===== src/rtl/neuron_update_pkg.sv =====
// Shared parameters, spin codes, FSM encoding and the signed MAC term helper
// for the neuron update block.
package neuron_update_pkg;

  localparam int N    = 20;  // history taps
  localparam int WW   = 8;   // signed weight width
  localparam int ACCW = 14;  // signed accumulator width, WW+1+ceil(log2 N)
  localparam int AW   = 5;   // weight address width

  localparam logic [AW-1:0] N_ADDR    = AW'(N);
  localparam logic [AW-1:0] LAST_ADDR = AW'(N - 1);

  localparam logic [1:0] SPIN_POS = 2'b01;
  localparam logic [1:0] SPIN_NEG = 2'b11;

  localparam logic [1:0] ST_IDLE   = 2'd0;
  localparam logic [1:0] ST_ACC    = 2'd1;
  localparam logic [1:0] ST_DECIDE = 2'd2;

  // Full signed product of a weight and a 2-bit signed tap code, sign-extended
  // to the accumulator width. WW+2 bits hold the extreme -128 * -2 = +256.
  function automatic logic signed [ACCW-1:0] mac_term(
    input logic signed [WW-1:0] w,
    input logic signed [1:0]    tap
  );
    logic signed [WW+1:0] w_ext;
    logic signed [WW+1:0] t_ext;
    logic signed [WW+1:0] prod;
    w_ext = {{2{w[WW-1]}}, w};
    t_ext = {{WW{tap[1]}}, tap};
    prod  = w_ext * t_ext;
    return {{(ACCW-WW-2){prod[WW+1]}}, prod};
  endfunction

endpackage


===== src/rtl/neuron_update_weight_regfile.sv =====
// N x WW signed weight file: one synchronous write port that drops
// out-of-range addresses, one combinational read port, async clear.
module weight_regfile
  import neuron_update_pkg::*;
(
  input  logic                 clk,
  input  logic                 rst_n,
  input  logic                 we,
  input  logic [AW-1:0]        waddr,
  input  logic signed [WW-1:0] wdata,
  input  logic [AW-1:0]        raddr,
  output logic signed [WW-1:0] rdata
);

  logic signed [WW-1:0] w_q [N];
  logic signed [WW-1:0] w_d [N];

  // Next weight contents: apply an in-range write, otherwise hold.
  always_comb begin
    w_d = w_q;
    if (we && (waddr < N_ADDR)) begin
      w_d[waddr] = wdata;
    end else begin
      w_d = w_q;
    end
  end

  // Weight storage with asynchronous clear to zero.
  always_ff @(posedge clk or negedge rst_n) begin
    if (!rst_n) begin
      for (int i = 0; i < N; i++) begin
        w_q[i] <= {WW{1'b0}};
      end
    end else begin
      w_q <= w_d;
    end
  end

  // Combinational read of the current (pre-write) contents, so a same-edge
  // write never disturbs the tap being accumulated.
  always_comb begin
    if (raddr < N_ADDR) begin
      rdata = w_q[raddr];
    end else begin
      rdata = {WW{1'b0}};
    end
  end

endmodule


===== src/rtl/neuron_update.sv =====
// Neuron update: snapshots the spin history, accumulates one signed
// weight*tap product per cycle and thresholds the sum into the next spin.
module neuron_update
  import neuron_update_pkg::*;
(
  input  logic                   update_clk,
  input  logic                   rst_n,
  input  logic                   start,
  input  logic [2*N-1:0]         xalt_packed,
  input  logic signed [ACCW-1:0] threshold,
  input  logic                   w_we,
  input  logic [AW-1:0]          w_addr,
  input  logic signed [WW-1:0]   w_data,
  output logic                   busy,
  output logic                   done,
  output logic [1:0]             xin,
  output logic signed [ACCW-1:0] sum
);

  logic [1:0]             state_q, state_d;
  logic [AW-1:0]          idx_q, idx_d;
  logic signed [ACCW-1:0] acc_q, acc_d;
  logic [2*N-1:0]         xalt_q, xalt_d;
  logic signed [ACCW-1:0] thr_q, thr_d;
  logic                   busy_q, busy_d;
  logic                   done_q, done_d;
  logic [1:0]             xin_q, xin_d;
  logic signed [ACCW-1:0] sum_q, sum_d;

  logic signed [WW-1:0]   w_rd_s;
  logic signed [1:0]      tap_s;

  weight_regfile u_weights (
    .clk   (update_clk),
    .rst_n (rst_n),
    .we    (w_we),
    .waddr (w_addr),
    .wdata (w_data),
    .raddr (idx_q),
    .rdata (w_rd_s)
  );

  // Select the snapshot tap addressed by the current index.
  always_comb begin
    tap_s = xalt_q[{idx_q, 1'b0} +: 2];
  end

  // FSM and datapath next-state: snapshot in IDLE, MAC in ACC, threshold in DECIDE.
  always_comb begin
    state_d = state_q;
    idx_d   = idx_q;
    acc_d   = acc_q;
    xalt_d  = xalt_q;
    thr_d   = thr_q;
    busy_d  = busy_q;
    done_d  = 1'b0;
    xin_d   = xin_q;
    sum_d   = sum_q;
    case (state_q)
      ST_IDLE: begin
        if (start) begin
          state_d = ST_ACC;
          xalt_d  = xalt_packed;
          thr_d   = threshold;
          acc_d   = {ACCW{1'b0}};
          idx_d   = {AW{1'b0}};
          busy_d  = 1'b1;
        end else begin
          state_d = ST_IDLE;
        end
      end
      ST_ACC: begin
        acc_d = acc_q + mac_term(w_rd_s, tap_s);
        if (idx_q == LAST_ADDR) begin
          state_d = ST_DECIDE;
          idx_d   = {AW{1'b0}};
        end else begin
          idx_d   = idx_q + 5'd1;
        end
      end
      ST_DECIDE: begin
        sum_d   = acc_q;
        xin_d   = (acc_q >= thr_q) ? SPIN_POS : SPIN_NEG;
        done_d  = 1'b1;
        busy_d  = 1'b0;
        state_d = ST_IDLE;
      end
      default: begin
        state_d = ST_IDLE;
        busy_d  = 1'b0;
        idx_d   = {AW{1'b0}};
      end
    endcase
  end

  // State and output registers with asynchronous reset to idle values.
  always_ff @(posedge update_clk or negedge rst_n) begin
    if (!rst_n) begin
      state_q <= ST_IDLE;
      idx_q   <= {AW{1'b0}};
      acc_q   <= {ACCW{1'b0}};
      xalt_q  <= {(2*N){1'b0}};
      thr_q   <= {ACCW{1'b0}};
      busy_q  <= 1'b0;
      done_q  <= 1'b0;
      xin_q   <= SPIN_POS;
      sum_q   <= {ACCW{1'b0}};
    end else begin
      state_q <= state_d;
      idx_q   <= idx_d;
      acc_q   <= acc_d;
      xalt_q  <= xalt_d;
      thr_q   <= thr_d;
      busy_q  <= busy_d;
      done_q  <= done_d;
      xin_q   <= xin_d;
      sum_q   <= sum_d;
    end
  end

  assign busy = busy_q;
  assign done = done_q;
  assign xin  = xin_q;
  assign sum  = sum_q;

endmodule


===== config.mk =====
export PLATFORM = sky130hd
export DESIGN_NAME = neuron_update
export DESIGN_NICKNAME = d
export VERILOG_FILES = /design/src/rtl/neuron_update_pkg.sv /design/src/rtl/neuron_update_weight_regfile.sv /design/src/rtl/neuron_update.sv
export SDC_FILE = /design/constraint.sdc
export NUM_CORES = 1
export LEC_CHECK = 0
export ABC_AREA = 1
export BUFFER_PORTS_ARGS = -buffer_cell sky130_fd_sc_hd__buf_4
export CAP_MARGIN = 20
export CORE_UTILIZATION = 61
export DETAILED_ROUTE_END_ITERATION = 8
export PLACE_DENSITY = 0.91
export SLEW_MARGIN = 5
export SYNTH_ARGS = -nofsm -noshare
export SYNTH_HDL_FRONTEND = slang
export SYNTH_SLANG_ARGS = --single-unit

===== constraint.sdc =====
create_clock -name update_clk -period 4.25 [get_ports update_clk]
set_input_delay 0.425 -clock update_clk [delete_from_list [all_inputs] [get_ports update_clk]]
set_output_delay 0.425 -clock update_clk [all_outputs]
set_load 0.05 [all_outputs]

Yosys cells after proc, flatten, opt, wreduce, memory -nomap -nowiden
Index checks and enable logic that the tools add are counted.

word-level totals
  output and inout bits = 18
  input port bits = 71
  register bits = 253
  word-level logic and storage cells = 75

cells by class
  reductions and logical operators = 8
  multiplexer cells = 19
  bitwise logic cells = 4
  add/subtract/negate cells = 2
  $mul = 1
  shift-type cells = 1
  equality and inequality tests = 5
  magnitude comparators = 6

operator list
  kind                   number
  $bwmux W160            1
  $bmux W8 S5            1
  $demux W8 S5           1
  $shiftx A40 B7 Y2      1
  $mux W8                4
  $pmux W14 S2           1
  $pmux W5 S3            1
  $add A14 B10 Y14       1
  $ge A14 B14 Y1         1
  $mux W14               1
  $ge A6 B6 Y1 const B   2
  $not A5 Y6             2
  $lt A5 B5 Y1 const B   2
  $mul A8 B2 Y10         1
  $mux W5                2
  $reduce_and A2 Y1      4
  $lt A6 B1 Y1 const B   1
  $add A5 B1 Y5 const B  1
  $eq A5 B5 Y1 const B   1
  $mux W2                2
  $ne A2 B2 Y1 const B   2
  $pmux W2 S2            1
  $mux W1                3
  $eq A2 B1 Y1 const B   1
  other kinds (6)        8

Depth between registers and ports, before layout
  depth after elaboration = 8
  mapped depth = 24
  gate-level depth less buffers = 22

By module
Synthesis repeated with hierarchy kept, for this count alone.

second synthesis, totals
  cell total of the unflattened synthesis = 1761
  area, all modules = 14092.3 um2

by module, submodules not included
  module          instances  area an instance (um2)  sequential area each (um2)  cells each
  weight_regfile  1          8714.6                  4003.8                      1072
  neuron_update   1          5377.7                  2302.2                      689

Worst setup path after synthesis
Ideal clock, no wire load.

  path type = register -> register
  start = register idx_q[0]
  end = register acc_q[13]
  slack = 0.457 ns
  clock period less this slack = 3.793 ns
  library setup time = 0.117 ns
  required time = 4.133 ns
  path buffers = 3
  arrival = 3.675 ns
  cell stages (with the launch flop) = 19
  cells stage by stage = dfrtp_1 > buf_6 > buf_6 > buf_4 > o21ai_0 > o22ai_1 > a221oi_2 > nand2_1 > a21boi_1 > fa_1 > ha_1 > a21oi_1 > inv_1 > a21oi_1 > nor2_1 > a211oi_1 > nand3_1 > nand3_1 > nand2_1

between the ends
  cells in the longest elaborated chain, start to end = 8
  elaborated cells between the ends (all ways) = 10
  those cells by class = add/sub: 1; mul: 1; order compare: 1; shift: 1; mux: 5; bitwise: 1

ends and longest elaborated chain
  element                                      RTL line                            text
  start, declared                              neuron_update.sv:21                 logic [AW-1:0] idx_q, idx_d;
  start signal, assigned                       neuron_update.sv:100                idx_q <= {AW{1'b0}};
  start signal, assigned                       neuron_update.sv:110                idx_q <= idx_d;
  $not A5 Y6 (implied by the code)             neuron_update_weight_regfile.sv:43  rdata = w_q[raddr];
  $bmux W8 S5                                  neuron_update_weight_regfile.sv:43
  $mux W8 (implied by the code) (2 in series)  neuron_update_weight_regfile.sv:43
  $mux W8                                      neuron_update_weight_regfile.sv:42  if (raddr < N_ADDR) begin
  $mul A8 B2 Y10 (*)                           neuron_update_pkg.sv:31             prod = w_ext * t_ext;
  $add A14 B10 Y14 (*)                         neuron_update.sv:73                 acc_d = acc_q + mac_term(w_rd_s, tap_s);
  $pmux W14 S2 (*)                             neuron_update.sv:59                 case (state_q)
  end signal, assigned                         neuron_update.sv:101                acc_q <= {ACCW{1'b0}};
  end, declared                                neuron_update.sv:22                 logic signed [ACCW-1:0] acc_q, acc_d;

Mark *: on every way between the ends. The rest lies on a longest branch, timed or not. The select of a mux whose other input is x is not followed.
A chain may end at the register's enable or synchronous reset.

Worst setup path after layout
  start = register idx_q[0]
  end = register acc_q[5]

Same word-level chain as after synthesis.

==> flow_metrics.py <==
metrics = {
    "status": {
        "outcome": "completed",
    },
    "detailed_routing": {
        "vias_per_cell": 6.218,
        "routed_wl_um": 34550,
        "drt_iter0_drc": 1525,
        "wl_per_cell_um": 18.80,
        "vias": 11430,
        "detail-route-antenna-nets": 0,
        "route.detailed.drc": 0,
        "drtPass1Iterations": 7,
    },
    "critical_path": {
        "slowest_stage": "fa_1",
        "crit_chain": "buf_8 -> buf_4 -> o21ai_0 -> o22ai_1 -> nand2_1 -> nand4_1 -> a22oi_1 -> or2_1 -> fa_1 -> inv_1 -> ha_1 -> a21oi_1 -> o21ai_0 -> inv_1 -> nand2_1 -> o21ai_0 -> o21ai_0",
        "cp_max_fo": 41,
        "crit_start": "idx_q[0]",
        "cp_common_cell": "o21ai_0",
        "required_ps": 4650,
        "endpoint_kind": "flip-flop",
        "crit_arrival_ps": 4490,
        "max_stage_delay_ps": 480,
        "cpLargestDelayFamily": "compound AO/OA/AOI/OAI gates",
        "rrSetupSlack_ps": 160,
        "cp_num_buf_inv": 4,
        "timing_worst_setup_path_type": "reg -> reg",
        "reg2reg_from": "idx_q[0]",
        "worst_setup_path_start_kind": "flip-flop",
    },
    "synth": {
        "synth_top_flop_cell": "dfrtp_1",
        "synth_cell_types": 41,
        "ys_seq_elements": 252,
        "synth_top_area_share_pct": 51.11,
        "synthCells": 1506,
        "synth_fp_nets": 1619,
        "synth-edff-count": 0,
        "syn_area_per_cell_um2": 8.193,
        "synthTopCellsByArea": "dfrtp_1, nand2_1, o21ai_0",
        "synth-seq-area-share_pct": 51.11,
        "yosys_warnings": 0,
        "synthArstFlopShare_pct": 100.0,
        "synth_area_um2": 12340,
        "yosysTopAreaCell": "dfrtp_1",
    },
    "die": {
        "start_util_pct": 62.78,
        "die_h_um": 144.2,
        "rows": 51,
        "coreArea_um2": 19650,
        "die-area_um2": 20800,
        "io_pins": 89,
        "die_w_um": 144.2,
    },
    "placed_design": {
        "port_buffers": 87,
        "pre_cts_ws_ps": 170.6,
        "dp_hpwl_um": 21560,
        "placed_cells": 1790,
        "gp_congestion": 0.9088,
    },
    "cells_and_area": {
        "stdcell_count": 1838,
        "final_cell_mix": "nand2_1, o21ai_0, dfrtp_1, nor2_1, buf_4",
        "fin_util_pct": 71.36,
        "fill_cells": 1373,
        "diodes": 0,
        "final_common_cell": "nand2_1",
        "area_growth_pct": 13.67,
        "multi_input_area_um2": 5285,
        "drive_above_1_share_pct": 10.68,
        "final_nets": 1667,
        "regArea_um2": 6307,
    },
    "hold_path": {
        "hold_class": "in -> async",
    },
    "cts": {
        "clock_latency_ps": 530,
        "htreeDepth": 1,
        "cts_max_path_buffers": 3,
        "cts_made_buffers": 26,
        "cts_tree": "yes",
        "cts_root_buf": "clkbuf_16",
        "cts_hold_buf": 0,
        "clkTransAtPathRegs_ps": 60,
        "clock_sinks": 252,
    },
    "global_routing": {
        "grt_overflow": 0,
        "grt_max_degree": 136,
        "antenna_found_initial": 0,
        "grt_pass1_wl_um": 54810,
        "grt_use_total_pct": 33.89,
        "grt_pass1_vias": 11130,
    },
    "flow_run": {
        "maxCapViolations": 0,
    },
    "sta": {
        "timing.final.crit_share_pct": 96.25,
        "fmax_ghz": 0.2445,
        "period_needed_ps": 4090,
        "slew_headroom_pct": 34.77,
        "rsz0062_at_grt": "no",
        "tns_ps": 0,
        "finalSetupViolations": 0,
        "clock_skew_ps": 11.89,
        "timing.final.ws_setup_ps": 159.6,
        "finalHoldViolations": 0,
        "maxSlewViolCount": 0,
        "tightest_slew_ps": 978.4,
    },
    "pwr": {
        "p_per_area_nw_per_um2": 973.7,
        "total_leakage_power_nw": 6.860,
        "vdd_drop_max_uv": 598.1,
    },
}
[state kept, by name, indices dropped and copies added, names as in the netlist]
register	flops
acc_q	14
busy	1
done	1
idx_q	5
state_q	2
sum	14
thr_q	14
u_weights.w_q	160
xalt_q	40
xin	1
[per-stage QoR]
| stage | total power, mW | hold WS [ps] | cell area [um2] |
|---|---|---|---|
| finish | 13.66 | 8.972 | 14030 |
| global route | 14.59 | 93.51 | 14030 |
| floorplan | 8.982 | 129.4 | 12340 |
| detailed placement | 10.81 | 455.1 | 13100 |
| CTS | 13.29 | 59.15 | 13960 |
| global placement | 10.43 | 452.9 | 13100 |
[cell families after synthesis]
kind of cell    count (synthesis)  synth area share, %
simple gates                  618                19.63
compound gates                404                17.56
flops                         252                51.11
buf+inv                       184                6.266
fa+ha+maj                      42                5.050
xor+xnor                        5               0.3550
other cells                     1              0.03039
[Yosys cell counts, drive strengths merged, types with 10 or more instances]
cell    number
nor2       123
o21ai      306
buf         24
nand3       20
o22ai       44
inv         94
clkbuf      62
nand4       10
nor3        10
a21oi       29
ha          29
nand2      449
dfrtp      252
fa          13
[worst register-to-register path, stage by stage (launching register included)]
cell,delay (ps)
dfrtp_2,450
buf_8,270
buf_4,220
o21ai_0,110
o22ai_1,300
nand2_1,90
nand4_1,180
a22oi_1,120
or2_1,280
fa_1,480
inv_1,40
ha_1,350
a21oi_1,390
o21ai_0,140
inv_1,70
nand2_1,120
o21ai_0,220
o21ai_0,130
[area by class of cell]
class | count | share of cell area (%)
inverter | 98 | 2.658
sequential | 252 | 44.97
multi-input combinational | 1070 | 37.68
tap | 265 | 2.364
clock inverter | 6 | 0.2587
clock buffer | 41 | 5.905
timing repair buffer | 106 | 6.164
[layer usage]
layer	wire length [um]	up-vias	part of all wire, %	global-route usage [%]
met1	13180	5381	38	43.79
met3	4016	174	12	7.616
met4	1590	0	4.6	16.12
li1	-	5037	-	-
met5	0	-	0	0
met2	15770	837	46	54.44
[where the power goes]
part / internal, mW / switching [mW] / total, mW
logic: 2.76 / 5.04 / 7.80
clock network: 1.33 / 0.943 / 2.27
registers: 3.13 / 0.451 / 3.58
total: 7.22 / 6.44 / 13.7
[worst paths after layout]
path,end,cells past startpoint
setup reg to reg,acc_q[5],17
max in group asynchronous,u_weights.w_q[147],2
hold reg to reg,xalt_q[34],2
hold / removal,xalt_q[12],1
setup / recovery,acc_q[5],17
min in group update_clk,xalt_q[2],3
[timing repair]
action                     in CTS  in global routing
setup endpoints to repair       0                  8
setup buffers                   0                  0
resized for setup               0                 13
Note: power is estimated with default switching activity, not from simulation.
